File: src/rtl/seg7_pkg.sv
// seg7_pkg: shared constants, segment table and frame type for the seven-segment scanner
package seg7_pkg;
    localparam int NUM_DIGITS = 4;
    localparam logic [6:0] SEG_BLANK = 7'b1111111;
    localparam logic [6:0] SEG_MINUS = 7'b0111111;
    localparam logic [3:0] AN_OFF = 4'b1111;
    // active-low {g,f,e,d,c,b,a}, entry 15 first
    localparam logic [15:0][6:0] SEG_TABLE = {
        7'b0001110, 7'b0000110, 7'b0100001, 7'b1000110,
        7'b0000011, 7'b0001000, 7'b0010000, 7'b0000000,
        7'b1111000, 7'b0000010, 7'b0010010, 7'b0011001,
        7'b0110000, 7'b0100100, 7'b1111001, 7'b1000000
    };

    typedef struct packed {
        logic [15:0] val;
        logic        neg;
        logic        blk;
    } frame_t;

    function automatic logic [3:0] an_for(input logic [1:0] digit);
        return ~(4'b0001 << digit);
    endfunction
endpackage

File: src/rtl/hex_to_7seg.sv
// hex_to_7seg: combinational hex nibble to active-low seven-segment code
module hex_to_7seg
    import seg7_pkg::*;
(
    input  logic [3:0] hex,
    output logic [6:0] seg
);
    assign seg = SEG_TABLE[hex];
endmodule

File: src/rtl/seven_seg_scanner.sv
// seven_seg_scanner: 4-digit multiplexed display driver advanced by a synchronized scan strobe
module seven_seg_scanner
    import seg7_pkg::*;
#(
    parameter int SYNC_STAGES   = 2,
    parameter bit BLANK_LEADING = 1'b1
) (
    input  logic        clk,
    input  logic        rst_n,
    input  logic        scan_clk,
    input  logic [15:0] value,
    input  logic        negative,
    input  logic        blank,
    output logic [6:0]  seg,
    output logic        dp,
    output logic [3:0]  an
);
    logic [SYNC_STAGES-1:0] sync;
    logic prev, tick;
    logic [1:0] digit, digit_nxt;
    frame_t shadow, shadow_nxt;
    logic [3:0] nibble, an_nxt;
    logic [6:0] hex_seg, seg_nxt;
    logic z1, z2, z3, dark, off;

    assign dp = 1'b1;

    hex_to_7seg u_dec (.hex(nibble), .seg(hex_seg));

    // everything below looks at the post-tick digit and frame so the wrap tick shows fresh data
    always_comb begin
        digit_nxt = digit + 2'd1;
        shadow_nxt = (digit == 2'(NUM_DIGITS - 1)) ? frame_t'{val: value, neg: negative, blk: blank} : shadow;
        nibble = shadow_nxt.val[{digit_nxt, 2'b00} +: 4];
        z3 = shadow_nxt.val[15:12] == 4'h0;
        z2 = (shadow_nxt.val[11:8] == 4'h0) && (shadow_nxt.neg || z3);
        z1 = (shadow_nxt.val[7:4] == 4'h0) && z2;
        dark = BLANK_LEADING && (digit_nxt == 2'd1 ? z1 :
                                 digit_nxt == 2'd2 ? z2 :
                                 digit_nxt == 2'd3 ? (z3 && !shadow_nxt.neg) : 1'b0);
        off = shadow_nxt.blk || dark;
        an_nxt = off ? AN_OFF : an_for(digit_nxt);
        seg_nxt = off ? SEG_BLANK : (shadow_nxt.neg && digit_nxt == 2'd3) ? SEG_MINUS : hex_seg;
    end

    always_ff @(posedge clk or negedge rst_n) begin
        if (!rst_n) begin
            sync   <= '0;
            prev   <= 1'b0;
            tick   <= 1'b0;
            digit  <= 2'd3;
            shadow <= '0;
            an     <= AN_OFF;
            seg    <= SEG_BLANK;
        end else begin
            sync <= {sync[SYNC_STAGES-2:0], scan_clk};
            prev <= sync[SYNC_STAGES-1];
            tick <= sync[SYNC_STAGES-1] & ~prev;
            if (tick) begin
                digit  <= digit_nxt;
                shadow <= shadow_nxt;
                an     <= an_nxt;
                seg    <= seg_nxt;
            end
        end
    end
endmodule
File: config.mk
export PLATFORM = sky130hd
export DESIGN_NAME = seven_seg_scanner
export DESIGN_NICKNAME = d
export VERILOG_FILES = /design/src/rtl/seg7_pkg.sv /design/src/rtl/hex_to_7seg.sv /design/src/rtl/seven_seg_scanner.sv
export SDC_FILE = /design/constraint.sdc
export NUM_CORES = 1
export LEC_CHECK = 0
export BUFFER_PORTS_ARGS = -buffer_cell sky130_fd_sc_hd__buf_2
export CORE_MARGIN = 2
export CORE_UTILIZATION = 52
export DETAILED_ROUTE_END_ITERATION = 10
export HOLD_SLACK_MARGIN = 0.12
export PLACE_DENSITY = 0.74
export SYNTH_ARGS = -nofsm -noshare
export SYNTH_HDL_FRONTEND = slang
export SYNTH_SLANG_ARGS = --single-unit
File: constraint.sdc
create_clock -name clk -period 4.69 [get_ports clk]
set_input_delay 0.2345 -clock clk [delete_from_list [all_inputs] [get_ports clk]]
set_output_delay 0.2345 -clock clk [all_outputs]
set_load 0.02 [all_outputs]
== Word-level counts from Yosys, hierarchy flattened ==
Memory sizes are Yosys's and may differ from the RTL's.
Cells that the tools add are included.

* ROM bits: 112
* Flip-flop bits (word level): 35
* Output and inout bits: 12
* Memories kept: 1
* Input port bits: 21

{| class="wikitable"
|+ Memory list
! name !! words !! width !! read ports !! clocked after memory_dff !! wr ports !! line !! RTL
|-
| (no name shown) || 16 || 7 || 1 || 0 || 0 || hex_to_7seg.sv:8 || <nowiki>assign seg = SEG_TABLE[hex];</nowiki>
|}

* $lt $le $gt $ge: 1
* Multiplexer cells: 8
* Bitwise logic cells: 3
* Add/subtract/negate cells: 1
* Equality and inequality tests: 4
* Shift operators: 2
* Reductions and logical operators: 10

{| class="wikitable"
|+ Operators by type and width
! operator !! number
|-
| $mux 7 || 3
|-
| $mux 18 || 1
|-
| $shiftx 16x5->4 || 1
|-
| $logic_not 4->1 || 3
|-
| $eq 2x2->1 const B || 3
|-
| $lt 4x5->1 const B || 1
|-
| $logic_and 1x1->1 || 4
|-
| $mux 4 || 1
|-
| $not 4->4 || 1
|-
| $shl 1x2->4 const A || 1
|-
| $mux 1 || 3
|-
| $add 2x1->2 const B || 1
|-
| $eq 2x1->1 const B || 1
|-
| $logic_or 1x1->1 || 2
|-
| $and 1x1->1 || 1
|-
| $logic_not 1->1 || 1
|-
| $not 1->1 || 1
|}

== Longest topological paths before layout ==
Gate-level depths: netlist of the first run.

* Depth after elaboration: 9
* Depth in mapped cells: 11
* Mapped depth without buffers: 10

== By module ==
Synthesis of the first run repeated with hierarchy kept, for this count alone.

* Cell total of the unflattened synthesis: 184
* Area, all modules: 2149.6 µm²

{| class="wikitable"
|+ Modules (own cells, without submodules)
! module !! instances !! cells an instance !! sequential area each (µm²) !! area an instance (µm²)
|-
| seven_seg_scanner || 1 || 152 || 892.1 || 1874.3
|-
| hex_to_7seg || 1 || 32 || 0.0 || 275.3
|}

== Least setup slack after synthesis of the first run ==
OpenSTA, ideal clock, no wires.

* Kind: flip-flop to flip-flop
* From: register digit[0]
* To: register seg[6]
* Data required time: 4608 ps
* Clock period less this slack: 3081 ps
* Path buffers: 1
* Slack: 1609 ps
* Cell stages (with the launch flop): 11
* Arrival time: 2999 ps
* Cells stage by stage: dfstp_2 clkinv_1 ha_1 clkbuf_1 mux4_2 mux2i_1 inv_1 ha_1 mux2_2 o211ai_1 a21oi_1

{| class="wikitable"
|+ RTL lines
! what !! line !! RTL
|-
| from (decl) || seven_seg_scanner.sv:20 || <nowiki>logic [1:0] digit, digit_nxt;</nowiki>
|-
| from (signal assigned) || seven_seg_scanner.sv:60 || <nowiki>digit <= digit_nxt;</nowiki>
|-
| $add 2x1->2 (*) || seven_seg_scanner.sv:32 || <nowiki>digit_nxt = digit + 2'd1;</nowiki>
|-
| via digit_nxt[0] || seven_seg_scanner.sv:20 ||
|-
| parallel branches: the longest is 5 deep, another holds $mem_v2 16x7 || n/a ||
|-
| $mux 7 (*) || seven_seg_scanner.sv:43 || <nowiki>seg_nxt = off ? SEG_BLANK : (shadow_nxt.neg && digit_nxt == 2'd3) ? SEG_MINUS : hex_seg;</nowiki>
|-
| to (signal assigned) || seven_seg_scanner.sv:63 || <nowiki>seg <= seg_nxt;</nowiki>
|-
| to (decl) || seven_seg_scanner.sv:14 || <nowiki>output logic [6:0] seg,</nowiki>
|}

Mark *: on every way through the listed nets, which the timed path passes. The select of a mux whose other input is x is not followed.
A chain may end at the register's enable or synchronous reset.

== Worst setup path after layout of the first run ==
Ends and elaborated chain as after synthesis.

==> flow_summary.toml, run 1 <==
[run_status]
status = "finished clean"

[clocking]
clk-insertion-delay-late_ps = 290
cts.path.max_buffers = 2
post_cts_setup_repair_buffer_count = 0
cts_root_buf = "clkbuf_8"
cts.sinks = 35
clkSlewWorstSetupHoldPaths_ps = 70
cts_h_tree_depth = 2
cts_tree = "yes"
cts-buffers-inserted = 5

[sta]
clock-skew-final_ps = 7.81
fmaxAchievable_ghz = 0.303
finalSetupViolations = 0
fin_crit_sh = 0.704
finalSetupTns_ps = 0
hold_viol = 0
max_slew.worst_pin.slew_ps = 827
slew_viol_final = 0
min_period_ps = 3300
slew-limit-headroom = 0.448
grt_setup_unrepaired = "false"
crit_path_setup_slack_layout_ps = 1390

[placed_design]
dp_hpwl_mm = 2.83
place.gp.congestion = 0.836
placement.setup.worst_slack_ps = 1410
port-buffer-count = 31

[synth]
syn_avg_cell_area_um2 = 12.3
synth.area.mux_share = 0.254
synthFlopType = "dfrtp_1"
synth_xor_area_frac = 0.00866
postSynthRegisterBits = 35
yosys_warnings = 0
compound_gate_fraction_of_synth_area = 0.0884
synth_fa_ha_area_frac = 0.0742
synth_seq_area_share = 0.441
postSynth.asyncResetShare = 1.00
synth_cell_types = 40
synthesis.instances = 164
synth_simple_gate_area_share = 0.0853
synthesis.nets = 197
syn_area_um2 = 2020
edff_count_synth = 0
combinational_family_with_the_most_area_after_synthesis = "multiplexers"

[power]
power_switching_share = 0.412
vdd.ir_drop.worst_uv = 368
power.net_switching_mw = 0.846
p_int_mw = 1.21
static-leakage-power_nw = 0.976
pwr_per_cell_area_nw_per_um2 = 891
power_frac_comb = 0.598
sequentialPowerShare = 0.266
clock_power_share = 0.136

[finish]
fraction_of_final_layout_cells_with_drive_strength_greater_than_1 = 0.426
n_antenna_cell = 0
final_nets = 227
layout-area-overhead-vs-synth_pct = 14.0
finalCoreUtilization = 0.626

[detailed_routing]
routed_wl_mm = 3.85
remaining_drc_errors = 0
vias = 1385
route.antenna.remaining_nets = 0
avgViaCountPerCell = 5.70
initialDrtViolationCount = 64
wl_per_cell_um = 15.8
drt-pass1-iter-count = 4

[setup_path]
critPathArrivalTime_ps = 3500
worst-path-buf-inv = 2
cp_data_required_time_ps = 4890
worstSetupPathType = "flip-flop to flip-flop"
reg2regPathDepth = 9
cp_max_fo = 9
worstSetupStartpointType = "flip-flop"
critPathSlowestCell = "ha_1"
crit_family = "multiplexers"
timing.critical_path.to_type = "flip-flop"
crit_path_frequent_cell = "ha_1"
reg2reg_setup_slack_ps = 1390
path_cells = "clkinv_1 -> ha_1 -> mux4_2 -> mux2i_1 -> inv_1 -> ha_1 -> mux2_2 -> o211ai_1 -> a21oi_1"
r2r_startpoint = "digit[0]"
critical_path.max_stage_delay_ps = 640
regToRegEndpoint = "seg[6]"

[floorplan]
die_height_um = 66.4
initial_cell_density_of_the_core = 0.549
die_x_um = 66.4
row_count = 22
pin_count = 33
fp.coreArea_um2 = 3690
floorplan.die_area_um2 = 4410

[global_route]
globalRoute.busiestLayer = "met2"
grt_use_met2 = 0.335
grt_start_max_net_pins = 36
globalRoute.totalOverflow = 0
track_usage = 0.198
met3_usage = 0.0596
number_of_antenna_violations_at_the_first_check_in_global_routing = 0
grt_use_met1 = 0.240
grt_first_pass_wirelength_mm = 6.45
first_global_vias = 1416

[min_path]
classification_of_the_worst_slack_hold_path = "input port to flip-flop"
holdPathEnd = "shadow[0]"
timing.hold.worst.start = "blank"
min_delay_path_depth = 2

[run]
cap_violations = 0
[metal layers]
metal | up-vias | part of all wire
met2 | 50 | 0.48
met1 | 668 | 0.44
met3 | 9 | 0.056
li1 | 658 | -
met5 | - | 0
met4 | 0 | 0.020
[power by group through the flow]
stage / sequential (mW) / combinational [mW] / clock [mW]
6_report: 0.548 / 1.23 / 0.279
5_1_grt: 0.563 / 1.34 / 0.304
4_1_cts: 0.545 / 1.22 / 0.286
3_5_place_dp: 0.550 / 1.21 / 0
3_3_place_gp: 0.541 / 1.17 / 0
2_1_floorplan: 0.569 / 0.989 / 0
[state kept, by name, summed over array words and instances, names as in the netlist]
name,flops
an,4
sync,2
tick,1
digit,2
shadow,18
seg,7
prev,1
[cell usage in the layout, fill, tap and decap left out, types with 3 or more instances in the layout]
cell type  count
nor4_1         3
nand2_1        5
ha_1          12
clkbuf_8       6
buf_2         31
a31oi_1        6
mux4_2         8
or4_1          3
nand2b_1       4
mux2_2        19
nor2_1        15
dfstp_2       13
mux2i_1        6
a21oi_1        7
inv_1          6
dfrtp_1       22
[cell type report]
| type | instances | area (µm²) |
|---|---|---|
| Clock buffer | 6 | 82.6 |
| Inverter | 7 | 26.3 |
| Tap cell | 48 | 60.1 |
| Clock inverter | 2 | 35.0 |
| Multi-Input combinational cell | 112 | 1040 |
| Sequential cell | 35 | 892 |
| Timing Repair Buffer | 33 | 175 |
| Fill cell | 305 | 1380 |
[per-stage QoR]
stage | total power [mW] | hold WS [ps] | std cells | cell area [µm²]
floorplan | 1.56 | -61.1 | 164 | 2020
global placement | 1.71 | 320 | 233 | 2170
detailed placement | 1.76 | 337 | 233 | 2170
CTS | 2.05 | 187 | 243 | 2310
global route | 2.20 | 182 | 243 | 2310
finish | 2.05 | 190 | 243 | 2310
[worst max path at each step]
stage | from | endpoint | slack [ps] | cells past startpoint
after global routing | digit[0] | seg[6] | 1130 | 8
after CTS | digit[0] | seg[6] | 1390 | 9
after floorplan | digit[0] | seg[6] | 1610 | 10
after global placement | digit[0] | seg[6] | 1500 | 8
final | digit[0] | seg[6] | 1390 | 9
after detailed placement | digit[0] | seg[6] | 1410 | 9
[cells by family (layout without fill, tap and decap cells)]
kind of cell	count (synthesis)	after routing
xor+xnor	2	2
buf+inv	17	48
flops	35	35
compound gates	26	26
fa+ha+maj	12	12
other cells	1	1
mux	36	36
simple gates	35	35
[Yosys cell counts, drive strengths merged, types with 2 or more instances]
| cell type | count | share of area |
|---|---|---|
| a21oi | 7 | 0.017 |
| a31oi | 6 | 0.019 |
| a41oi | 2 | 0.012 |
| buf | 7 | 0.028 |
| clkbuf | 3 | 0.0056 |
| dfrtp | 22 | 0.27 |
| dfstp | 13 | 0.17 |
| ha | 12 | 0.074 |
| inv | 6 | 0.011 |
| mux2 | 19 | 0.11 |
| mux2i | 9 | 0.059 |
| mux4 | 8 | 0.089 |
| nand2 | 5 | 0.0093 |
| nand2b | 4 | 0.012 |
| nor2 | 15 | 0.028 |
| nor3 | 2 | 0.0049 |
| nor3b | 2 | 0.0074 |
| nor4 | 3 | 0.0093 |
| o21ai | 3 | 0.0074 |
| or4 | 3 | 0.011 |
[repair_timing]
action | 4_1_cts | 5_1_grt
resized for setup | 0 | 0
hold buffers | 2 | 0
hold endpoints to repair | 23 | 0
(Power assumes the default switching activity.)
==> inputs of run 2 (changes only) <==
==> constraint.sdc (replaced) <==
create_clock -name clk -period 3.3 [get_ports clk]
set_input_delay 0.165 -clock clk [delete_from_list [all_inputs] [get_ports clk]]
set_output_delay 0.165 -clock clk [all_outputs]
set_load 0.02 [all_outputs]
==> run 2 against run 1 <==
Effect of this change:
- largest power group unchanged
- clock-buffer cell count is the same
- setup slack worse by 950 ps
- global-route usage rose by 0.92 points
- critical endpoint is now seg[3]
==> flow_summary.toml, run 2 (same netlist as run 1, synthesis figures left out) <==
[run_status]
status = "finished clean"

[finish]
number_of_flip_flops_in_the_largest_register = 18
n_antenna_cell = 0
largestRegisters = "shadow x18, seg x7, an x4"
top_register = "shadow"
mostFrequentLayoutCells = "buf_2, dfrtp_1, mux2_2"
postLayoutCellArea_um2 = 2370
area.sequential_um2 = 892
final.fill_count = 291
layout-area-overhead-vs-synth_pct = 17.3
final_nets = 233
fraction_of_final_layout_cells_with_drive_strength_greater_than_1 = 0.438
multiInputGateArea_um2 = 1040
final_common_cell = "buf_2"

[placed_design]
port-buffer-count = 31
place.gp.congestion = 0.795
post_dp_cell_area_um2 = 2210
dp_hpwl_mm = 3.01

[floorplan]
initial_cell_density_of_the_core = 0.549
die_x_um = 66.4
row_count = 22
fp.coreArea_um2 = 3690
die_height_um = 66.4
floorplan.die_area_um2 = 4410
pin_count = 33

[clocking]
cts-buffers-inserted = 5
cts.path.max_buffers = 2
post_cts_setup_repair_buffer_count = 0
cts_root_buf = "clkbuf_8"
clkSlewWorstSetupHoldPaths_ps = 70
cts_h_tree_depth = 2
cts.sinks = 35
cts_tree = "yes"
clk-insertion-delay-late_ps = 290

[setup_path]
path_cells = "ha_2 -> buf_4 -> mux4_2 -> mux2i_4 -> mux2_2 -> nand2_1 -> a41oi_2"
critPathSlowestCell = "dfstp_2"
critPathArrivalTime_ps = 3060
cp_data_required_time_ps = 3490
critical_path.max_stage_delay_ps = 590
cp_max_fo = 15
worstSetupStartpointType = "flip-flop"
worstSetupPathType = "flip-flop to flip-flop"
timing.critical_path.to_type = "flip-flop"

[sta]
slew_viol_final = 0
slew-limit-headroom = 0.511
min_period_ps = 2870
fmaxAchievable_ghz = 0.349
grt_setup_unrepaired = "false"
max_slew.worst_pin.slew_ps = 733
clock-skew-final_ps = 9.14
finalSetupViolations = 0
fin_crit_sh = 0.869
finalSetupTns_ps = 0
hold_viol = 0

[global_route]
grt_start_max_net_pins = 36
grt_first_pass_wirelength_mm = 6.68
globalRoute.totalOverflow = 0
track_usage = 0.207
first_global_vias = 1462
number_of_antenna_violations_at_the_first_check_in_global_routing = 0

[power]
total_power_mw = 3.07
vdd.ir_drop.worst_uv = 470
pwr_per_cell_area_nw_per_um2 = 1300
static-leakage-power_nw = 1.01

[detailed_routing]
drt-pass1-iter-count = 5
wl_per_cell_um = 15.7
vias = 1434
initialDrtViolationCount = 71
avgViaCountPerCell = 5.76
remaining_drc_errors = 0
routed_wl_mm = 3.90
route.antenna.remaining_nets = 0

[min_path]
classification_of_the_worst_slack_hold_path = "input port to flip-flop"

[run]
cap_violations = 0
==> run 2: critical path, delay by kind of cell (launching register included) <==
| kind | cells | cell delay, ps |
|---|---|---|
| AND/OR/NAND/NOR | 1 | 80 |
| multiplexers | 3 | 1330 |
| buffers and inverters | 1 | 220 |
| flip-flops | 1 | 590 |
| AO/OA/AOI/OAI | 1 | 110 |
| adder cells (fa/ha/maj) | 1 | 440 |
==> run 2: area by class of cell <==
cell class                      instances  area share
Clock buffer                            6      0.0306
Inverter                                7      0.0111
Clock inverter                          2      0.0253
Timing Repair Buffer                   39      0.0939
Multi-Input combinational cell        112       0.438
Tap cell                               48      0.0253
Sequential cell                        35       0.376
==> run 2: timing repair <==
item	in CTS	in global routing
hold endpoints to repair	24	0
endpoints found under the setup margin	0	1
hold buffers	3	0
resized for setup	0	1
==> run 2: path summary, 6_finish.rpt <==
check / start / to / slack, ps / cells past startpoint
worst max register to register: digit[0] / seg[3] / 430 / 7
worst min-delay path: blank / shadow[0] / 130 / 2
worst min register to register: sync[0] / sync[1] / 360 / 0
max in group asynchronous: rst_n / shadow[11] / 2370 / 2
worst max-delay path: digit[0] / seg[3] / 430 / 7
min in group asynchronous: rst_n / shadow[15] / 470 / 2
==> run 2: per-stage QoR <==
step                      cells  worst slack [ps]  hold slack [ps]   util
final                       249               433              129  0.643
after global routing        249               274              121  0.643
after CTS                   249               175              121  0.642
after detailed placement    238               188              272  0.598
after global placement      238               296              257  0.598
after floorplan             164               219             -131      -
==> run 2: where the power goes <==
part / leakage [nW] / internal, mW / switching [mW]
sequential: 0.393 / 0.654 / 0.128
combinational: 0.549 / 0.897 / 0.942
clock: 0.0654 / 0.302 / 0.150
total: 1.01 / 1.85 / 1.22
==> run 2: layer usage <==
metal | track usage | up-vias | part of all wire
li1 | - | 665 | -
met1 | 0.236 | 695 | 0.42
met2 | 0.354 | 60 | 0.49
met3 | 0.0596 | 14 | 0.058
met4 | 0.0995 | 0 | 0.026
met5 | 0 | - | 0
==> inputs of run 3 (changes only) <==
--- a/config.mk
+++ b/config.mk
@@ -13,4 +13,5 @@
 export PLACE_DENSITY = 0.74
 export SYNTH_ARGS = -nofsm -noshare
 export SYNTH_HDL_FRONTEND = slang
+export SYNTH_HIERARCHICAL = 1
 export SYNTH_SLANG_ARGS = --single-unit
==> run 3 against run 2 <==
Effect of this change:
- via count rose by 6.8%
- hold slack got worse by 1.3 ps
- design area rose by 3.6%
- sequential power rose by 1%
- largest power group unchanged
==> flow_summary.toml, run 3 <==
[run_status]
status = "finished clean"

[finish]
postLayoutCellArea_um2 = 2460
final.fill_count = 348
mostFrequentLayoutCells = "buf_2, dfrtp_1, nor2_1"
final_nets = 249
n_antenna_cell = 0
top_register = "shadow"
layout-area-overhead-vs-synth_pct = 14.4
final_common_cell = "buf_2"
number_of_flip_flops_in_the_largest_register = 18
largestRegisters = "shadow x18, seg x7, an x4"
fraction_of_final_layout_cells_with_drive_strength_greater_than_1 = 0.442

[power]
power.net_switching_mw = 1.19
power_frac_comb = 0.619
vdd.ir_drop.worst_uv = 553
pwr_per_cell_area_nw_per_um2 = 1160
sequentialPowerShare = 0.279
static-leakage-power_nw = 1.08
power_switching_share = 0.419
clock_power_share = 0.103
p_int_mw = 1.65
total_power_mw = 2.85

[synth]
synth_cell_types = 41
syn_area_um2 = 2150
netlist_top_cells_area = "dfrtp_1, dfstp_2, mux2_2, mux4_2, ha_1"
synth_common_cells = "dfrtp_1, nor2_1, mux2_2"
syn_avg_cell_area_um2 = 11.7
synth_most_common_cell = "dfrtp_1"
synthesis.instances = 184
postSynth.asyncResetShare = 1.00
postSynthRegisterBits = 35
edff_count_synth = 0
most_area_hungry_cell_type_in_the_yosys_netlist = "dfrtp_1"
synth.top_cell.area_share = 0.256
synthesis.nets = 217
synth_seq_area_share = 0.415
synthFlopType = "dfrtp_1"
yosys_warnings = 6

[clocking]
clk-insertion-delay-late_ps = 280
cts-buffers-inserted = 5
clkSlewWorstSetupHoldPaths_ps = 70
cts.path.max_buffers = 2
cts_h_tree_depth = 2
cts.sinks = 35
cts_tree = "yes"
cts_root_buf = "clkbuf_8"

[sta]
fmaxAchievable_ghz = 0.330
hold_viol = 0
grt_setup_unrepaired = "false"
clock-skew-final_ps = 8.65
finalSetupViolations = 0
slew_viol_final = 0
max_slew.worst_pin.slew_ps = 1110
fin_crit_sh = 0.917
worst_hold_slack_ps = 127
slew-limit-headroom = 0.263
crit_path_setup_slack_layout_ps = 273
finalSetupTns_ps = 0
min_period_ps = 3030

[setup_path]
timing.critical_path.to_type = "flip-flop"
worstSetupPathType = "flip-flop to flip-flop"
worst-path-buf-inv = 2
path_cells = "inv_1 -> ha_4 -> mux4_2 -> nand2_1 -> nand2_1 -> inv_1 -> ha_1 -> and2b_2 -> or3b_1 -> o21ai_0 -> o22ai_1 -> o31ai_2"
cp_data_required_time_ps = 3500
cp_max_fo = 9
critical_path.max_stage_delay_ps = 650
critPathSlowestCell = "dfstp_2"
crit_family = "simple AND/OR/NAND/NOR gates"
worstSetupStartpointType = "flip-flop"
critPathArrivalTime_ps = 3230

[floorplan]
initial_cell_density_of_the_core = 0.537
die_x_um = 68.3
pin_count = 33
row_count = 23
fp.coreArea_um2 = 4000
die_height_um = 68.3
floorplan.die_area_um2 = 4660

[detailed_routing]
wl_per_cell_um = 16.2
drt-pass1-iter-count = 5
route.antenna.remaining_nets = 0
initialDrtViolationCount = 64
routed_wl_mm = 4.32
remaining_drc_errors = 0
vias = 1531
avgViaCountPerCell = 5.73

[run]
cap_violations = 0

[global_route]
first_global_vias = 1514
number_of_antenna_violations_at_the_first_check_in_global_routing = 0
globalRoute.totalOverflow = 0
grt_first_pass_wirelength_mm = 7.15
grt_start_max_net_pins = 36
track_usage = 0.214

[placed_design]
place.gp.congestion = 0.941
placement.setup.worst_slack_ps = 82.4
port-buffer-count = 31
dp_hpwl_mm = 3.27
post_dp_cell_area_um2 = 2330

[min_path]
classification_of_the_worst_slack_hold_path = "input port to flip-flop"
run 3: cell count changes after synthesis, sizes merged, moves of 4 or more:
cell	delta
a21o	+5
a31oi	-6
a21oi	-5
nand2	+10
o22ai	+5
nor2	+4
o31ai	+11
run 3: metrics by stage:
stage                util  cells
global route        0.615    267
CTS                 0.608    267
floorplan               -    184
finish              0.615    267
detailed placement  0.583    257
global placement    0.583    257
run 3: logic make-up after synthesis:
family	after synthesis	synth area share
simple gates	48	0.107
compound gates	35	0.137
flops	35	0.415
mux	33	0.218
buf+inv	19	0.0471
fa+ha+maj	12	0.0698
other cells	1	0.00174
xor+xnor	1	0.00408
run 3: per-layer routing:
metal / vias up / global-route usage / routed length, µm / share of wire
met4: 0 / 0.0900 / 63 / 0.015
met2: 33 / 0.370 / 2240 / 0.52
met3: 5 / 0.0543 / 173 / 0.040
li1: 730 / - / - / -
met5: - / 0 / 0 / 0
met1: 763 / 0.253 / 1840 / 0.43
run 3: worst paths after layout:
| path | startpoint | endpoint | slack (ps) | cells past startpoint |
|---|---|---|---|---|
| setup / recovery | digit[0] | seg[0] | 270 | 12 |
| hold / removal | value[3] | shadow[5] | 130 | 2 |
| setup reg to reg | digit[0] | seg[0] | 270 | 12 |
| hold reg to reg | sync[0] | sync[1] | 350 | 0 |
| max in group asynchronous | rst_n | shadow[7] | 2320 | 2 |
| min in group asynchronous | rst_n | shadow[12] | 500 | 2 |
run 3: final cells by class:
cell class,count,area (µm²),area share
Multi-Input combinational cell,130,1190,0.483
Inverter,6,22.5,0.00916
Tap cell,50,62.6,0.0254
Timing Repair Buffer,38,213,0.0865
Sequential cell,35,892,0.363
Clock buffer,8,80.1,0.0326
run 3: repair_timing:
| item | 4_1_cts | 5_1_grt |
|---|---|---|
| hold endpoints to repair | 23 | 0 |
| setup endpoints to repair | 0 | 4 |
| hold buffers | 2 | 0 |
| buffers inserted | 0 | 0 |
| resized for setup | 0 | 4 |
run 3: worst register-to-register path: stages, from the launching register on:
cell,delay [ps]
dfstp_2,650
inv_1,180
ha_4,380
mux4_2,310
nand2_1,80
nand2_1,130
inv_1,170
ha_1,200
and2b_2,230
or3b_1,360
o21ai_0,80
o22ai_1,100
o31ai_2,100
run 3: power by group through the flow:
stage	clock network, mW	registers (mW)	logic, mW
6_report	0.293	0.793	1.76
5_1_grt	0.319	0.816	1.95
3_5_place_dp	0	0.793	1.72
3_3_place_gp	0	0.781	1.69
2_1_floorplan	0	0.806	1.34
4_1_cts	0.303	0.786	1.72
